===== config.mk =====
export PLATFORM = sky130hd
export DESIGN_NAME = fu_stage_fifo_flat
export DESIGN_NICKNAME = d
export VERILOG_FILES = /design/src/rtl/fu_stage_fifo_if.sv /design/src/rtl/fu_stage_fifo.sv /design/src/flat_wrapper.sv
export SDC_FILE = /design/constraint.sdc
export NUM_CORES = 1
export LEC_CHECK = 0
export ABC_AREA = 1
export BUFFER_PORTS_ARGS = -buffer_cell sky130_fd_sc_hd__buf_2
export CAP_MARGIN = 20
export CORE_AREA = 2 2 315 317
export DETAILED_ROUTE_END_ITERATION = 7
export DIE_AREA = 0 0 317 319
export PLACE_DENSITY = 0.53
export SLEW_MARGIN = 20
export SYNTH_ARGS = -nofsm -noshare
export SYNTH_HDL_FRONTEND = slang
export SYNTH_SLANG_ARGS = --single-unit

===== constraint.sdc =====
create_clock -name clk -period 15.4 [get_ports clk]
set_clock_uncertainty 0.15 [all_clocks]
set_input_delay 3.08 -clock clk [delete_from_list [all_inputs] [get_ports clk]]
set_output_delay 3.08 -clock clk [all_outputs]
set_load 0.03 [all_outputs]

===== src/rtl/fu_stage_fifo_if.sv =====
// Handshake/bus bundle between the execute-stage FU, the staging FIFO and the
// RAM/writeback consumer of one issue way.
interface fu_stage_fifo_if #(
  parameter int DATA_W = 216,
  parameter int PID_W  = 2,
  parameter int CNT_W  = 3
);
  // Valid/ready: a transfer happens on a rising edge where valid and ready are
  // both high; valid never depends on ready, and neither side's valid/ready
  // depends combinationally on the other side's inputs.
  logic              in_valid_i;
  logic              in_ready_o;
  logic [PID_W-1:0]  in_pid_i;
  logic [DATA_W-1:0] in_data_i;
  logic              out_valid_o;
  logic              out_ready_i;
  logic [PID_W-1:0]  out_pid_o;
  logic [DATA_W-1:0] out_data_o;
  logic              flush_all_i;
  logic              kill_i;
  logic [PID_W-1:0]  kill_pid_i;
  logic [CNT_W-1:0]  count_o;
  logic              almost_full_o;
  logic              overflow_o;

  modport slave (
    input  in_valid_i, in_pid_i, in_data_i, out_ready_i,
    input  flush_all_i, kill_i, kill_pid_i,
    output in_ready_o, out_valid_o, out_pid_o, out_data_o,
    output count_o, almost_full_o, overflow_o
  );

  modport master (
    output in_valid_i, in_pid_i, in_data_i, out_ready_i,
    output flush_all_i, kill_i, kill_pid_i,
    input  in_ready_o, out_valid_o, out_pid_o, out_data_o,
    input  count_o, almost_full_o, overflow_o
  );
endinterface


===== src/rtl/fu_stage_fifo.sv =====
// FU result staging FIFO with per-entry pipeline-ID tags, full flush and
// selective kill by pipeline ID; dead entries drain one per cycle.
module fu_stage_fifo #(
  parameter int DATA_W   = 216,
  parameter int DEPTH    = 4,
  parameter int PID_W    = 2,
  parameter int AFULL_TH = 3
) (
  input  logic              clk,
  input  logic              reset,
  fu_stage_fifo_if.slave    bus
);
  localparam int AW = $clog2(DEPTH);
  localparam int PW = AW + 1;

  logic [PW-1:0]     r_rptr;
  logic [PW-1:0]     r_wptr;
  logic [DEPTH-1:0]  r_alive;
  logic [PID_W-1:0]  r_pid  [DEPTH];
  logic [DATA_W-1:0] r_data [DEPTH];
  logic              r_overflow;

  logic [AW-1:0]     w_ridx;
  logic [AW-1:0]     w_widx;
  logic              w_empty;
  logic              w_full;
  logic              w_head_alive;
  logic              w_out_valid;
  logic              w_push;
  logic              w_pop;
  logic              w_drain;
  logic              w_adv;
  logic              w_kill_in;
  logic [PW-1:0]     w_count;
  logic [DEPTH-1:0]  w_alive_nxt;

  assign w_ridx       = r_rptr[AW-1:0];
  assign w_widx       = r_wptr[AW-1:0];
  assign w_empty      = (r_rptr == r_wptr);
  assign w_full       = (w_ridx == w_widx) && (r_rptr[AW] != r_wptr[AW]);
  assign w_head_alive = r_alive[w_ridx];
  assign w_out_valid  = !w_empty && w_head_alive;
  assign w_push       = bus.in_valid_i && !w_full;
  assign w_pop        = w_out_valid && bus.out_ready_i;
  assign w_drain      = !w_empty && !w_head_alive;
  assign w_adv        = w_pop || w_drain;
  assign w_kill_in    = bus.kill_i && (bus.in_pid_i == bus.kill_pid_i);
  assign w_count      = r_wptr - r_rptr;

  // Kill clears matching slots; free slots may be touched too since a push
  // always rewrites the alive bit of the slot it fills.
  always_comb begin
    w_alive_nxt = r_alive;
    if (bus.kill_i) begin
      for (int i = 0; i < DEPTH; i++) begin
        if (r_pid[i] == bus.kill_pid_i) w_alive_nxt[i] = 1'b0;
      end
    end
    if (w_push) w_alive_nxt[w_widx] = !w_kill_in;
  end

  always_ff @(posedge clk) begin
    if (reset) begin
      r_rptr     <= '0;
      r_wptr     <= '0;
      r_alive    <= '0;
      r_overflow <= 1'b0;
    end else begin
      if (bus.in_valid_i && w_full) r_overflow <= 1'b1;
      if (bus.flush_all_i) begin
        r_rptr  <= '0;
        r_wptr  <= '0;
        r_alive <= '0;
      end else begin
        if (w_adv)  r_rptr <= r_rptr + PW'(1);
        if (w_push) r_wptr <= r_wptr + PW'(1);
        r_alive <= w_alive_nxt;
      end
    end
  end

  // Payload and tag storage needs no reset: alive/pointers gate visibility.
  always_ff @(posedge clk) begin
    if (w_push && !bus.flush_all_i) begin
      r_data[w_widx] <= bus.in_data_i;
      r_pid[w_widx]  <= bus.in_pid_i;
    end
  end

  assign bus.in_ready_o    = !w_full;
  assign bus.out_valid_o   = w_out_valid;
  assign bus.out_pid_o     = r_pid[w_ridx];
  assign bus.out_data_o    = r_data[w_ridx];
  assign bus.count_o       = w_count;
  assign bus.almost_full_o = (w_count >= PW'(AFULL_TH));
  assign bus.overflow_o    = r_overflow;
endmodule


===== src/flat_wrapper.sv =====
// flat-port wrapper written by rule: the top's interface ports become plain ports
module fu_stage_fifo_flat 
#(
  parameter int DATA_W   = 216,
  parameter int DEPTH    = 4,
  parameter int PID_W    = 2,
  parameter int AFULL_TH = 3
)
  (clk, reset, bus_in_valid_i, bus_in_pid_i, bus_in_data_i, bus_out_ready_i, bus_flush_all_i, bus_kill_i, bus_kill_pid_i, bus_in_ready_o, bus_out_valid_o, bus_out_pid_o, bus_out_data_o, bus_count_o, bus_almost_full_o, bus_overflow_o);
  fu_stage_fifo_if #(.DATA_W(DATA_W), .PID_W(PID_W), .CNT_W((3))) bus_i ();
  input  logic clk;
  input  logic reset;
  input wire logic [$bits(bus_i.in_valid_i)-1:0] bus_in_valid_i;
  input wire logic [$bits(bus_i.in_pid_i)-1:0] bus_in_pid_i;
  input wire logic [$bits(bus_i.in_data_i)-1:0] bus_in_data_i;
  input wire logic [$bits(bus_i.out_ready_i)-1:0] bus_out_ready_i;
  input wire logic [$bits(bus_i.flush_all_i)-1:0] bus_flush_all_i;
  input wire logic [$bits(bus_i.kill_i)-1:0] bus_kill_i;
  input wire logic [$bits(bus_i.kill_pid_i)-1:0] bus_kill_pid_i;
  output wire logic [$bits(bus_i.in_ready_o)-1:0] bus_in_ready_o;
  output wire logic [$bits(bus_i.out_valid_o)-1:0] bus_out_valid_o;
  output wire logic [$bits(bus_i.out_pid_o)-1:0] bus_out_pid_o;
  output wire logic [$bits(bus_i.out_data_o)-1:0] bus_out_data_o;
  output wire logic [$bits(bus_i.count_o)-1:0] bus_count_o;
  output wire logic [$bits(bus_i.almost_full_o)-1:0] bus_almost_full_o;
  output wire logic [$bits(bus_i.overflow_o)-1:0] bus_overflow_o;
  assign bus_i.in_valid_i = bus_in_valid_i;
  assign bus_i.in_pid_i = bus_in_pid_i;
  assign bus_i.in_data_i = bus_in_data_i;
  assign bus_i.out_ready_i = bus_out_ready_i;
  assign bus_i.flush_all_i = bus_flush_all_i;
  assign bus_i.kill_i = bus_kill_i;
  assign bus_i.kill_pid_i = bus_kill_pid_i;
  assign bus_in_ready_o = bus_i.in_ready_o;
  assign bus_out_valid_o = bus_i.out_valid_o;
  assign bus_out_pid_o = bus_i.out_pid_o;
  assign bus_out_data_o = bus_i.out_data_o;
  assign bus_count_o = bus_i.count_o;
  assign bus_almost_full_o = bus_i.almost_full_o;
  assign bus_overflow_o = bus_i.overflow_o;
  fu_stage_fifo #(.DATA_W(DATA_W), .DEPTH(DEPTH), .PID_W(PID_W), .AFULL_TH(AFULL_TH)) u_core (.clk(clk), .reset(reset), .bus(bus_i));
endmodule

# Word level (Yosys, flattened, before mapping)
# Memory sizes are Yosys's and may differ from the RTL's. A register that Yosys moved wholly into a read port is not among the register bits.
# Cells that the tools add are included.
[totals] mem_count=2 latch_bits=0 reg_bits=11 word_cells=54 output_inout_bits=225 mem_bits_rw=872 mem_bits_ro=0
[op_classes] n_lt_le_gt_ge=4 mul=0 muxes=17 n_reduce_logical=16 bitwise_logic=0 eq_ne=8 div_mod_pow=0 add_sub_neg=3 shift=0
[mem_list] name="u_core.r_data" depth=4 word_bits=216 read_ports=1 rd_ports_with_merged_regs=1 write_ports=1 line="fu_stage_fifo.sv:20" rtl="logic [DATA_W-1:0] r_data [DEPTH];"
[mem_list] name="u_core.r_pid" depth=4 word_bits=2 read_ports=5 rd_ports_with_merged_regs=1 write_ports=1 line="fu_stage_fifo.sv:19" rtl="logic [PID_W-1:0] r_pid [DEPTH];"
[op_table] op="$eq 2x2->1" count=6
[op_table] op="$logic_and 1x1->1" count=9
[op_table] op="$mux 1" count=8
[op_table] op="$mux 2" count=4
[op_table] op="$mux 4" count=2
[op_table] op="$add 3x1->3 const B" count=2
[op_table] op="$lt 2x3->1 const B" count=2
[op_table] op="$logic_not 1->1" count=5
[op_table] op="$bwmux 4" count=1
[op_table] op="$eq 3x3->1" count=1
[op_table] op="$ge 3x2->1 const B" count=1
[op_table] op="$sub 3x3->3" count=1
[op_table] op="$bmux 1 s2" count=1
[op_table] op="$demux 1 s2" count=1
[op_table] op="$ge 2x1->1 const B" count=1
[op_table] op="$reduce_or 2->1" count=1
[op_table] op="$logic_or 1x1->1" count=1
[op_table] op="$ne 1x1->1" count=1

# Longest topological paths before layout
[logic_depth] ltp_word=7 ltp_mapped=9

# Worst setup path after synthesis
# No wires, ideal clock.
[synth_path] path_kind="input port to flip-flop" start="input bus_in_valid_i" end="memory u_core.r_data[3][0], enable pin" stages=2 t_arrival_ns=12.285 setup_time_ns=0.801 setup_slack_ns=2.163 required_ns=14.449 cell_sequence="nand3_1 nor2_1"
[synth_between] elab_chain_len=4
[synth_lines] item="start, declared" line="flat_wrapper.sv:13" rtl="input wire logic [$bits(bus_i.in_valid_i)-1:0] bus_in_valid_i;"
[synth_lines] item="$logic_and 1x1->1" line="fu_stage_fifo.sv:43" rtl="assign w_push = bus.in_valid_i && !w_full;"
[synth_lines] item="$logic_and 1x1->1" line="fu_stage_fifo.sv:84" rtl="if (w_push && !bus.flush_all_i) begin"
[synth_lines] item="$mux 1" line="fu_stage_fifo.sv:84"
[synth_lines] item="$mux 1 (implied by the code)" line="fu_stage_fifo.sv:85" rtl="r_data[w_widx] <= bus.in_data_i;"
[synth_lines] item="end, declared" line="fu_stage_fifo.sv:20"
# No other way between the ends.

==> impl_metrics.json <==
{
  "synth_top_cell_area_share_pct": 79.5,
  "ys_ff_latch": 885,
  "syn_area_um2": 32900,
  "die_h_um": 319,
  "max_stage_delay_ns": 0.90,
  "cp.arrival_ns": 4.34,
  "antenna_found_initial": 27,
  "slew_viol_final": 0,
  "cts_buffers": 95,
  "setup_viol": 0,
  "ys_types": 24,
  "grt_max_degree": 158,
  "clockRootBuffer": "clkbuf_16",
  "dp.cells": 3869,
  "r2r_slack_ns": 11.00,
  "cp-end-kind": "output port",
  "firstDrtPassIters": 7,
  "area_growth_pct": 19.8,
  "fillCellCount": 9034,
  "setup_ws_ns": 7.83,
  "cts_max_level": 3,
  "avgSynthCellArea_um2": 14.6,
  "grt_usage_pct": 16.1,
  "wl_um": 83600,
  "synth_top_area_cell": "edfxtp_1",
  "relSlewSlack_pct": 9.87,
  "hold_violations": 0,
  "worstPathBufferInverterCount": 4,
  "io_pins": 451,
  "post_cts_buffers": 0,
  "initial_core_util_pct": 33.7,
  "slowest_stage": "buf_4",
  "critPathTopFamily": "buffers and inverters",
  "seq_area_frac_synth_pct": 80.3,
  "power_density_nw_per_um2": 140,
  "rsz0062_at_grt": "false",
  "core_um2": 97700,
  "pre_cts_ws_ns": 8.51,
  "postSynthCellCount": 2251,
  "drtIter0Drc": 1565,
  "synthTopCellsByArea": "edfxtp_1 (80%), nor2_1 (5.2%), o22ai_1 (4.1%)",
  "final.setup.tns_ns": 0,
  "fin_crit_ns": 7.57,
  "ir_worst_vdd_mv": 0.107,
  "grt_overflow": 0,
  "critPathLaunchType": "flop",
  "clkTransAtPathRegs_ns": 0.06,
  "cts-hold-fix-buffers": 0,
  "status": "completed",
  "nets": 2913,
  "num_rows": 115,
  "tightest_slew_ns": 1.35,
  "vias": 20300,
  "report.power.total_uw": 5540,
  "max_cap_viol_count": 0,
  "cts_buffer_depth": 3,
  "cts_tree": "yes",
  "cts-resized-gates": 0,
  "syn_nets": 2485,
  "path_class": "reg2out",
  "fmax_mhz": 132,
  "dp_hpwl_um": 46800,
  "remaining_drc_errors": 0,
  "wl_per_cell_um": 20.6,
  "final_layout_size_suffix_gt1_share_pct": 22.7,
  "ys_warn_count": 0,
  "grt_pass1_vias": 20600,
  "antenna_left": 0,
  "clk-insertion-delay-late_ns": 0.66,
  "clock_sinks": 885,
  "p_leak_uw": 0.0136,
  "path_cells": "inv_8 -> buf_4 -> buf_4 -> o21ai_1 -> o22ai_1 -> buf_2",
  "hold_class": "reg2reg",
  "post-route-period-util_pct": 49.2,
  "grt_pass1_wl_um": 124000,
  "routabilityCongestion": 0.758,
  "crit_required_ns": 12.17,
  "critPathMaxFanout": 157,
  "port_buffers": 450,
  "vias_per_cell": 5.00,
  "final_cells": 4050,
  "die_x_um": 317,
  "cpMostUsedCell": "buf_4",
  "dieArea_um2": 101000
}
[area by class of cell]
type | count | area (µm²) | share of cell area, %
flip-flops and latches | 885 | 26500 | 67.0
inverters | 24 | 103 | 0.260
diodes | 10 | 25.0 | 0.0634
clock inverters | 61 | 561 | 1.42
multi-input cells | 1198 | 5770 | 14.6
well taps | 1287 | 1610 | 4.08
repair buffers | 475 | 2480 | 6.30
clock buffers | 110 | 2450 | 6.22
[cell usage after synthesis (all sizes together)]
cell type,count
nand2,45
o22ai,217
edfxtp,872
dfxtp,13
nor2,453
clkbuf,71
xnor2,2
ha,7
o21ai,439
inv,24
buf,73
and3,1
nand3b,1
fa,1
or2,3
xor2,1
nand3,15
a21oi,13
[where the power goes]
part / internal [µW] / switching [µW] / total [µW] / leakage, µW
clock network: 1260 / 926 / 2190 / 0.00147
registers: 2700 / 18.4 / 2710 / 0.00803
logic: 163 / 475 / 639 / 0.00408
[per-layer routing]
layer,vias up,global-route usage (%),wire length [µm]
li1,9387,-,-
met1,10100,19.0,33500
met2,575,27.2,41000
met3,141,5.71,7050
met4,38,5.43,1790
met5,-,0,255
[path summary, 6_finish.rpt]
kind	depth (start not counted)	startpoint	endpoint
max	6	flop	bus_out_data_o[144]
max reg2reg	10	u_core.r_wptr[0]	u_core.r_data[3][132]
min	2	u_core.bus.overflow_o	u_core.bus.overflow_o
min reg2reg	2	u_core.bus.overflow_o	u_core.bus.overflow_o
[per-stage QoR]
| stage | area (µm²) | util, % | hold slack, ns |
|---|---|---|---|
| detailed placement | 36400 | 37.3 | 0.304 |
| floorplan | 32900 | - | 0.347 |
| global route | 39400 | 40.4 | 0.342 |
| finish | 39500 | 40.4 | 0.316 |
| CTS | 39400 | 40.4 | 0.313 |
| global placement | 36400 | 37.3 | 0.285 |
[worst min-delay path, cell delays in order (launching register included)]
cell and delay, ns:
dfxtp_1 0.31, inv_1 0.05, a21oi_1 0.06
[cell families after synthesis]
logic type	share of synthesized area, %
buf+inv	2.28
compound gates	11.0
xor+xnor	0.0798
flops	80.3
fa+ha+maj	0.327
simple gates	6.02
[cells in the final DEF (no fill, tap or decap), types with 22 or more instances in the layout]
cell and instances:
buf_2 450, clkbuf_16 96, edfxtp_1 872, inv_1 22, nand2_1 44, nor2_1 448, o21ai_0 225, o21ai_1 214
o22ai_1 217
[flip-flops by register name, indices dropped and copies added, names as in the netlist, named ones only]
| signal | count |
|---|---|
| u_core.r_data | 864 |
| u_core.r_pid | 8 |
| u_core.r_alive | 4 |
| u_core.r_rptr | 3 |
| u_core.r_wptr | 3 |
| u_core.bus.overflow_o | 1 |
Note: power is estimated with default switching activity, not from simulation.
